**config.mk**
```make
export PLATFORM = sky130hd
export DESIGN_NAME = pc_sequencer_flat
export DESIGN_NICKNAME = d
export VERILOG_FILES = /design/src/rtl/pc_pkg.sv /design/src/rtl/pc_sequencer_if.sv /design/src/rtl/pc_sequencer_ras_stack.sv /design/src/rtl/pc_sequencer.sv /design/src/flat_wrapper.sv
export SDC_FILE = /design/constraint.sdc
export NUM_CORES = 1
export LEC_CHECK = 0
export ABC_CLOCK_PERIOD_IN_PS = 4700
export CAP_MARGIN = 10
export CORE_ASPECT_RATIO = 1.2
export CORE_UTILIZATION = 35
export CTS_CLUSTER_SIZE = 8
export DETAILED_ROUTE_END_ITERATION = 12
export HOLD_SLACK_MARGIN = 0.08
export PLACE_DENSITY = 0.61
export SKIP_CTS_REPAIR_TIMING = 1
export SLEW_MARGIN = 20
export SYNTH_ARGS = -nofsm -noshare
export SYNTH_HDL_FRONTEND = slang
export SYNTH_SLANG_ARGS = --single-unit
```
**constraint.sdc**
```tcl
create_clock -name clock -period 4.7 [get_ports clock]
set_clock_uncertainty 0.2 [all_clocks]
set_input_delay 0.705 -clock clock [delete_from_list [all_inputs] [get_ports clock]]
set_output_delay 0.705 -clock clock [all_outputs]
set_load 0.01 [all_outputs]
```
**src/rtl/pc_pkg.sv**
```systemverilog
// Shared types and helpers for the program-counter sequencer.
package pc_pkg;

    // Next-PC source, listed from lowest to highest priority.
    typedef enum logic [2:0] {
        SRC_SEQ,
        SRC_BR,
        SRC_JMP,
        SRC_RET,
        SRC_EXC
    } pc_src_e;

    // Pointer width for a return stack of the given depth (at least 1 bit).
    function automatic int unsigned ras_ptr_w(input int unsigned depth);
        for (int unsigned w = 1; w < 32; w++) begin
            if ((32'd1 << w) >= depth) return w;
        end
        return 32;
    endfunction

    // Mask that clears the low log2(inst_bytes) bits of an address.
    function automatic logic [63:0] align_mask(input int unsigned inst_bytes);
        return ~(64'(inst_bytes) - 64'd1);
    endfunction

endpackage

```
**src/rtl/pc_sequencer_if.sv**
```systemverilog
// Fetch-stage control/target inputs and PC/RAS status outputs of the sequencer.
interface pc_sequencer_if #(
    parameter int unsigned XLEN = 32
) ();
    logic            en;
    logic            stall;
    logic            branch;
    logic            zero;
    logic [XLEN-1:0] branch_target;
    logic            jump;
    logic [XLEN-1:0] jump_target;
    logic            call;
    logic            ret;
    logic [XLEN-1:0] ret_target;
    logic            exc;
    logic [XLEN-1:0] exc_vector;
    logic [XLEN-1:0] pc;
    logic [XLEN-1:0] pc_next_seq;
    logic            ras_empty;
    logic            ras_full;
    logic            ras_overflow;
    logic            ret_mismatch;
    logic            misaligned;

    modport master (
        output en, stall, branch, zero, branch_target, jump, jump_target,
               call, ret, ret_target, exc, exc_vector,
        input  pc, pc_next_seq, ras_empty, ras_full, ras_overflow,
               ret_mismatch, misaligned
    );

    modport slave (
        input  en, stall, branch, zero, branch_target, jump, jump_target,
               call, ret, ret_target, exc, exc_vector,
        output pc, pc_next_seq, ras_empty, ras_full, ras_overflow,
               ret_mismatch, misaligned
    );
endinterface

```
**src/rtl/pc_sequencer_ras_stack.sv**
```systemverilog
// Circular return-address stack with saturating count and sticky overflow.
module ras_stack
    import pc_pkg::*;
#(
    parameter int unsigned XLEN      = 32,
    parameter int unsigned RAS_DEPTH = 4
) (
    input  logic            clock,
    input  logic            reset,
    input  logic            i_push,
    input  logic            i_pop,
    input  logic            i_flush,
    input  logic [XLEN-1:0] i_data,
    output logic [XLEN-1:0] o_top,
    output logic            o_empty,
    output logic            o_full,
    output logic            o_overflow
);
    localparam int unsigned PW = ras_ptr_w(RAS_DEPTH);
    localparam int unsigned CW = PW + 1;

    logic [XLEN-1:0] r_mem [RAS_DEPTH];
    logic [PW-1:0]   r_top;
    logic [CW-1:0]   r_count;
    logic            r_overflow;

    logic            w_replace;
    logic [PW-1:0]   w_wr_idx;

    assign o_empty    = (r_count == '0);
    assign o_full     = (r_count == CW'(RAS_DEPTH));
    assign o_overflow = r_overflow;
    assign o_top      = r_mem[r_top];

    // Pop-then-push on a non-empty stack collapses to an in-place replace of the top.
    assign w_replace = i_push && i_pop && !o_empty;
    assign w_wr_idx  = w_replace ? r_top : r_top + PW'(1);

    // Entry storage; contents beyond the count are never observed, so no reset.
    always_ff @(posedge clock) begin
        if (i_push && !i_flush) begin
            r_mem[w_wr_idx] <= i_data;
        end
    end

    // Pointer, count and sticky overflow; flush keeps the overflow flag.
    always_ff @(posedge clock or negedge reset) begin
        if (!reset) begin
            r_top      <= '0;
            r_count    <= '0;
            r_overflow <= 1'b0;
        end else if (i_flush) begin
            r_top   <= '0;
            r_count <= '0;
        end else if (w_replace) begin
            r_top   <= r_top;
            r_count <= r_count;
        end else if (i_push) begin
            r_top <= r_top + PW'(1);
            if (o_full) begin
                r_overflow <= 1'b1;
            end else begin
                r_count <= r_count + CW'(1);
            end
        end else if (i_pop && !o_empty) begin
            r_top   <= r_top - PW'(1);
            r_count <= r_count - CW'(1);
        end
    end
endmodule

```
**src/rtl/pc_sequencer.sv**
```systemverilog
// Program-counter register with prioritised next-PC select, RAS and status pulses.
module pc_sequencer
    import pc_pkg::*;
#(
    parameter int unsigned     XLEN         = 32,
    parameter int unsigned     INST_BYTES   = 4,
    parameter logic [XLEN-1:0] RESET_VECTOR = '0,
    parameter int unsigned     RAS_DEPTH    = 4
) (
    input logic           clock,
    input logic           reset,
    pc_sequencer_if.slave bus
);
    localparam logic [XLEN-1:0] ALIGN_MASK = XLEN'(align_mask(INST_BYTES));
    localparam logic [XLEN-1:0] STEP       = XLEN'(INST_BYTES);

    logic [XLEN-1:0] r_pc;
    logic            r_ret_mismatch;
    logic            r_misaligned;

    logic            w_advance;
    logic            w_push;
    logic            w_pop;
    logic            w_flush;
    logic            w_mismatch;
    logic            w_tgt_misaligned;
    pc_src_e         w_src;
    logic [XLEN-1:0] w_target;
    logic [XLEN-1:0] w_pc_seq;
    logic [XLEN-1:0] w_pc_next;
    logic [XLEN-1:0] w_ras_top;
    logic            w_ras_empty;
    logic            w_ras_full;
    logic            w_ras_overflow;

    assign w_advance = bus.en && (!bus.stall || bus.exc);
    assign w_flush   = w_advance && bus.exc;
    assign w_push    = w_advance && !bus.exc && bus.call;
    assign w_pop     = w_advance && !bus.exc && bus.ret;
    assign w_pc_seq  = r_pc + STEP;

    // Fixed-priority next-PC source and raw redirect target.
    always_comb begin
        w_src    = SRC_SEQ;
        w_target = '0;
        if (bus.exc) begin
            w_src    = SRC_EXC;
            w_target = bus.exc_vector;
        end else if (bus.ret) begin
            w_src    = SRC_RET;
            w_target = bus.ret_target;
        end else if (bus.jump) begin
            w_src    = SRC_JMP;
            w_target = bus.jump_target;
        end else if (bus.branch && bus.zero) begin
            w_src    = SRC_BR;
            w_target = bus.branch_target;
        end
    end

    assign w_tgt_misaligned = (w_src != SRC_SEQ) && ((w_target & ~ALIGN_MASK) != '0);
    assign w_pc_next        = (w_src == SRC_SEQ) ? w_pc_seq : (w_target & ALIGN_MASK);
    assign w_mismatch       = w_pop && (w_ras_empty || (w_ras_top != bus.ret_target));

    ras_stack #(
        .XLEN      (XLEN),
        .RAS_DEPTH (RAS_DEPTH)
    ) u_ras (
        .clock      (clock),
        .reset      (reset),
        .i_push     (w_push),
        .i_pop      (w_pop),
        .i_flush    (w_flush),
        .i_data     (w_pc_seq),
        .o_top      (w_ras_top),
        .o_empty    (w_ras_empty),
        .o_full     (w_ras_full),
        .o_overflow (w_ras_overflow)
    );

    // PC update on advance; status pulses last exactly one cycle.
    always_ff @(posedge clock or negedge reset) begin
        if (!reset) begin
            r_pc           <= RESET_VECTOR;
            r_ret_mismatch <= 1'b0;
            r_misaligned   <= 1'b0;
        end else begin
            r_ret_mismatch <= w_mismatch;
            r_misaligned   <= w_advance && w_tgt_misaligned;
            if (w_advance) begin
                r_pc <= w_pc_next;
            end
        end
    end

    assign bus.pc           = r_pc;
    assign bus.pc_next_seq  = w_pc_seq;
    assign bus.ras_empty    = w_ras_empty;
    assign bus.ras_full     = w_ras_full;
    assign bus.ras_overflow = w_ras_overflow;
    assign bus.ret_mismatch = r_ret_mismatch;
    assign bus.misaligned   = r_misaligned;
endmodule

```
**src/flat_wrapper.sv**
```systemverilog
// flat-port wrapper written by rule: the top's interface ports become plain ports
module pc_sequencer_flat import pc_pkg::*;
#(
    parameter int unsigned     XLEN         = 32,
    parameter int unsigned     INST_BYTES   = 4,
    parameter logic [XLEN-1:0] RESET_VECTOR = '0,
    parameter int unsigned     RAS_DEPTH    = 4
)
  (clock, reset, bus_en, bus_stall, bus_branch, bus_zero, bus_branch_target, bus_jump, bus_jump_target, bus_call, bus_ret, bus_ret_target, bus_exc, bus_exc_vector, bus_pc, bus_pc_next_seq, bus_ras_empty, bus_ras_full, bus_ras_overflow, bus_ret_mismatch, bus_misaligned);
  pc_sequencer_if #(.XLEN(XLEN)) bus_i ();
  input logic clock;
  input logic reset;
  input wire logic [$bits(bus_i.en)-1:0] bus_en;
  input wire logic [$bits(bus_i.stall)-1:0] bus_stall;
  input wire logic [$bits(bus_i.branch)-1:0] bus_branch;
  input wire logic [$bits(bus_i.zero)-1:0] bus_zero;
  input wire logic [$bits(bus_i.branch_target)-1:0] bus_branch_target;
  input wire logic [$bits(bus_i.jump)-1:0] bus_jump;
  input wire logic [$bits(bus_i.jump_target)-1:0] bus_jump_target;
  input wire logic [$bits(bus_i.call)-1:0] bus_call;
  input wire logic [$bits(bus_i.ret)-1:0] bus_ret;
  input wire logic [$bits(bus_i.ret_target)-1:0] bus_ret_target;
  input wire logic [$bits(bus_i.exc)-1:0] bus_exc;
  input wire logic [$bits(bus_i.exc_vector)-1:0] bus_exc_vector;
  output wire logic [$bits(bus_i.pc)-1:0] bus_pc;
  output wire logic [$bits(bus_i.pc_next_seq)-1:0] bus_pc_next_seq;
  output wire logic [$bits(bus_i.ras_empty)-1:0] bus_ras_empty;
  output wire logic [$bits(bus_i.ras_full)-1:0] bus_ras_full;
  output wire logic [$bits(bus_i.ras_overflow)-1:0] bus_ras_overflow;
  output wire logic [$bits(bus_i.ret_mismatch)-1:0] bus_ret_mismatch;
  output wire logic [$bits(bus_i.misaligned)-1:0] bus_misaligned;
  assign bus_i.en = bus_en;
  assign bus_i.stall = bus_stall;
  assign bus_i.branch = bus_branch;
  assign bus_i.zero = bus_zero;
  assign bus_i.branch_target = bus_branch_target;
  assign bus_i.jump = bus_jump;
  assign bus_i.jump_target = bus_jump_target;
  assign bus_i.call = bus_call;
  assign bus_i.ret = bus_ret;
  assign bus_i.ret_target = bus_ret_target;
  assign bus_i.exc = bus_exc;
  assign bus_i.exc_vector = bus_exc_vector;
  assign bus_pc = bus_i.pc;
  assign bus_pc_next_seq = bus_i.pc_next_seq;
  assign bus_ras_empty = bus_i.ras_empty;
  assign bus_ras_full = bus_i.ras_full;
  assign bus_ras_overflow = bus_i.ras_overflow;
  assign bus_ret_mismatch = bus_i.ret_mismatch;
  assign bus_misaligned = bus_i.misaligned;
  pc_sequencer #(.XLEN(XLEN), .INST_BYTES(INST_BYTES), .RESET_VECTOR(RESET_VECTOR), .RAS_DEPTH(RAS_DEPTH)) u_core (.clock(clock), .reset(reset), .bus(bus_i));
endmodule
```
==> results.ini <==
[logic_synthesis]
synth.lib_cells_used.distinct=58
synth_area_per_cell_um2=12.05
netlist_area_mm2=0.008264
ys_dominant_reg_cell=sky130_fd_sc_hd__edfxtp_1
synth-warning-count=0
synth_async_sr_flop_share=0.2405
yosys_register_bits=158
synth_sequential_area_ratio=0.5511
synthesis.instances=686
synth-edff-count=120

[grt]
grt_antenna_before_repair=0
largest_net_degree_at_the_start_of_global_routing=50
grt_pass1_vias=6629
gr-usage-all-layers=0.2325
grt_pass1_wl_um=40660
grt_overflow_total=0

[cts]
cts_htree_levels=4
cts.root.buffer_cell=sky130_fd_sc_hd__clkbuf_16
clk-insertion-delay-late_ns=0.43
clock_tree_from_tritoncts=done
clockBufferDepth=2
cts_made_buffers=17
cts.reportedPaths.clkPinSlew_ns=0.07
cts_num_sinks=158

[timing]
tightest_slew_ns=1.038
highest_clock_rate_mhz=226.1
rsz0062_at_grt=false
tns_ns=0
final.period_utilization=0.9410
setup-violations-final=0
final-max-slew-violation-count=0
worst_case_headroom_to_the_max_slew_limit=0.3082
hold_viol_final=0
setup_slack_ns=0.2774
final.min_clock_period_ns=4.423

[route]
dr_total_vias=6663
antenna_left=0
count_of_tritonroute_iterations_in_the_first_routing_pass=5
route.detailed.wl_per_inst_um=22.42
finalWirelength_um=27080
drt-vias-per-instance=5.516
post-route-drc-count=0
drt_iter0_markers=606

[worst_setup_path]
worst_path_largest_cell_delay_ns=0.63
ff2ff_setup_slack_ns=1.49
timing.critical_path.fanout_max=8
timing.setup.critical_path_class=flop to primary output
critical_path.cell_chain=ha_1, and4_1, nand3_1, or4_1, nor2_1, xor2_1, clkdlybuf4s50_1
r2r_start=u_core.u_ras.r_top[0]
timing.reg2reg.worst_path_depth=6
endpoint_kind=primary output
cp-start-kind=flop
critical_path.startpoint=u_core.bus.pc[2]
timing.critical_path.required_ns=3.80
worstReg2RegEnd=u_core.bus.ret_mismatch
slowest_stage=sky130_fd_sc_hd__clkdlybuf4s50_1
crit_family=simple AND/OR/NAND/NOR gates
worst_path_arrival_time_ns=3.52
critical_path.n_buffers_inverters=1

[pwr]
vdd.ir_drop.worst_mv=0.2736
power_leakage_nw=3.940
p_sw_w=0.001429
switching_share=0.3051
power.sequential.fraction=0.397
comb_power_share=0.281
power.clock.fraction=0.322
internal_power_w=0.003255
powerDensity_mw_per_mm2=414.5

[die]
core_mm2=0.02320
fp-row-count=61
die_w_um=142.3
floorplan.io_pins=207
dieArea_mm2=0.02423
start_util=0.3562
floorplan.die.height_um=170.3

[layout]
layout.cells.most_common_list=sky130_fd_sc_hd__clkdlybuf4s50_1 (200), sky130_fd_sc_hd__edfxtp_1 (120), sky130_fd_sc_hd__o21ai_0 (45)
layout-area-overhead-vs-synth_pct=36.73
final_core_utilization=0.4870
layout.cells.most_common=sky130_fd_sc_hd__clkdlybuf4s50_1
final.fill_count=2119
drive_gt1_frac=0.1064
final_net_count=1020
antenna_cells=0
area.sequential_mm2=0.004557
stdcell_area_mm2=0.01130
final_non_filler_cells=1208
multi_input_gate_area_mm2=0.003441

[hold_path]
hold_class=input pin to asynchronous set/reset pin

[placement]
detailedPlace.worstSlack_ns=0.7438
detailed_place_hpwl_um=20070
finalWeightedCongestion=0.8285
place_inst=1176
place.port_buffers=202
placed_area_mm2=0.01066

[run]
drv_cap=0

[run_status]
status=complete, no violations

==> cell usage after synthesis, types with 8 or more instances <==
cell                       number  area share
sky130_fd_sc_hd__o31a_1         8      0.0085
sky130_fd_sc_hd__nand2_1       42       0.019
sky130_fd_sc_hd__o211ai_1      10      0.0091
sky130_fd_sc_hd__buf_4          8      0.0073
sky130_fd_sc_hd__and3_1        12      0.0091
sky130_fd_sc_hd__mux4_2        22       0.060
sky130_fd_sc_hd__nor2b_1       13      0.0098
sky130_fd_sc_hd__xor2_1        12       0.013
sky130_fd_sc_hd__clkbuf_1      33       0.015
sky130_fd_sc_hd__a221oi_1      31       0.033
sky130_fd_sc_hd__mux2i_1       22       0.027
sky130_fd_sc_hd__a21oi_1       23       0.014
sky130_fd_sc_hd__nand3_1       18       0.011
sky130_fd_sc_hd__o21ai_0       46       0.028
sky130_fd_sc_hd__a22oi_1       10      0.0091
sky130_fd_sc_hd__xnor2_1       43       0.046
sky130_fd_sc_hd__dfrtp_1       38        0.12
sky130_fd_sc_hd__nand4_1        8      0.0061
sky130_fd_sc_hd__edfxtp_1     120        0.44
sky130_fd_sc_hd__o22ai_1       20       0.015
sky130_fd_sc_hd__inv_1         18      0.0082
sky130_fd_sc_hd__nor3_1        17       0.010
sky130_fd_sc_hd__a211oi_1       8      0.0073
sky130_fd_sc_hd__nor2_1        31       0.014
==> routing by layer <==
metal  share of wire  vias up  global-route usage
li1                -     3049                   -
met1            0.41     3286              0.3013
met2            0.49      292              0.3794
met3           0.075       36             0.05318
met4           0.025        0             0.08368
met5               0        -                   0
==> how the worst max path moves through the flow <==
stage               slack [ns]  depth (start not counted)                         to
finish                    0.28                          7        bus_pc_next_seq[26]
global route              0.05                          7        bus_pc_next_seq[26]
CTS                       0.26                          7        bus_pc_next_seq[26]
detailed placement        0.74                          7        bus_pc_next_seq[26]
global placement          0.89                          7        bus_pc_next_seq[26]
floorplan                 0.99                          6  u_core.u_ras.r_mem[2][10]
==> layout make-up <==
| class | instances | share of cell area |
|---|---|---|
| flip-flops and latches | 158 | 0.4033 |
| multi-input cells | 460 | 0.3045 |
| clock buffers | 17 | 0.03765 |
| inverters | 18 | 0.005979 |
| repair buffers | 225 | 0.1944 |
| clock inverters | 15 | 0.01927 |
| well taps | 315 | 0.03488 |
==> logic make-up (layout without fill, tap and decap cells) <==
family,Yosys count,count (layout),share of synthesized area
DFF,158,158,0.5511
muxes,49,49,0.09341
xor gates and xnor gates,55,55,0.05829
adders and majority gates,2,2,0.003028
AOI/OAI and AO/OA,189,189,0.1567
buffers and inverters,71,275,0.03830
other,1,4,0.0004538
and+or+nand+nor,161,161,0.09871
==> worst reg2reg max path: cells and delay by family, from the launching register on <==
kind               cells  cell delay [ns]
AOI/OAI and AO/OA      3             0.65
DFF                    1             1.05
muxes                  1             0.62
and+or+nand+nor        2             0.52
==> flip-flops by register name, summed over array words and instances, names as in the netlist <==
signal and count:
u_core.bus.misaligned 1, u_core.u_ras.r_count 3, u_core.u_ras.r_mem 120, u_core.u_ras.o_overflow 1, u_core.bus.pc 30, u_core.u_ras.r_top 2, u_core.bus.ret_mismatch 1
==> stage by stage <==
step           total power (W)  hold slack, ns
6_report              0.004683          0.1225
5_1_grt               0.004889          0.1739
4_1_cts               0.004709          0.1770
3_5_place_dp          0.003204          0.3010
2_1_floorplan         0.002592          0.2094
3_3_place_gp          0.003193          0.2975
==> power groups by stage <==
stage	clock (W)	sequential, W	combinational, W
6_report	0.00151	0.00186	0.00132
5_1_grt	0.00159	0.00188	0.00142
4_1_cts	0.00152	0.00186	0.00133
3_5_place_dp	0	0.00189	0.00132
3_3_place_gp	0	0.00188	0.00131
2_1_floorplan	0	0.00176	0.000828
Power figures use the tool's default switching activity.
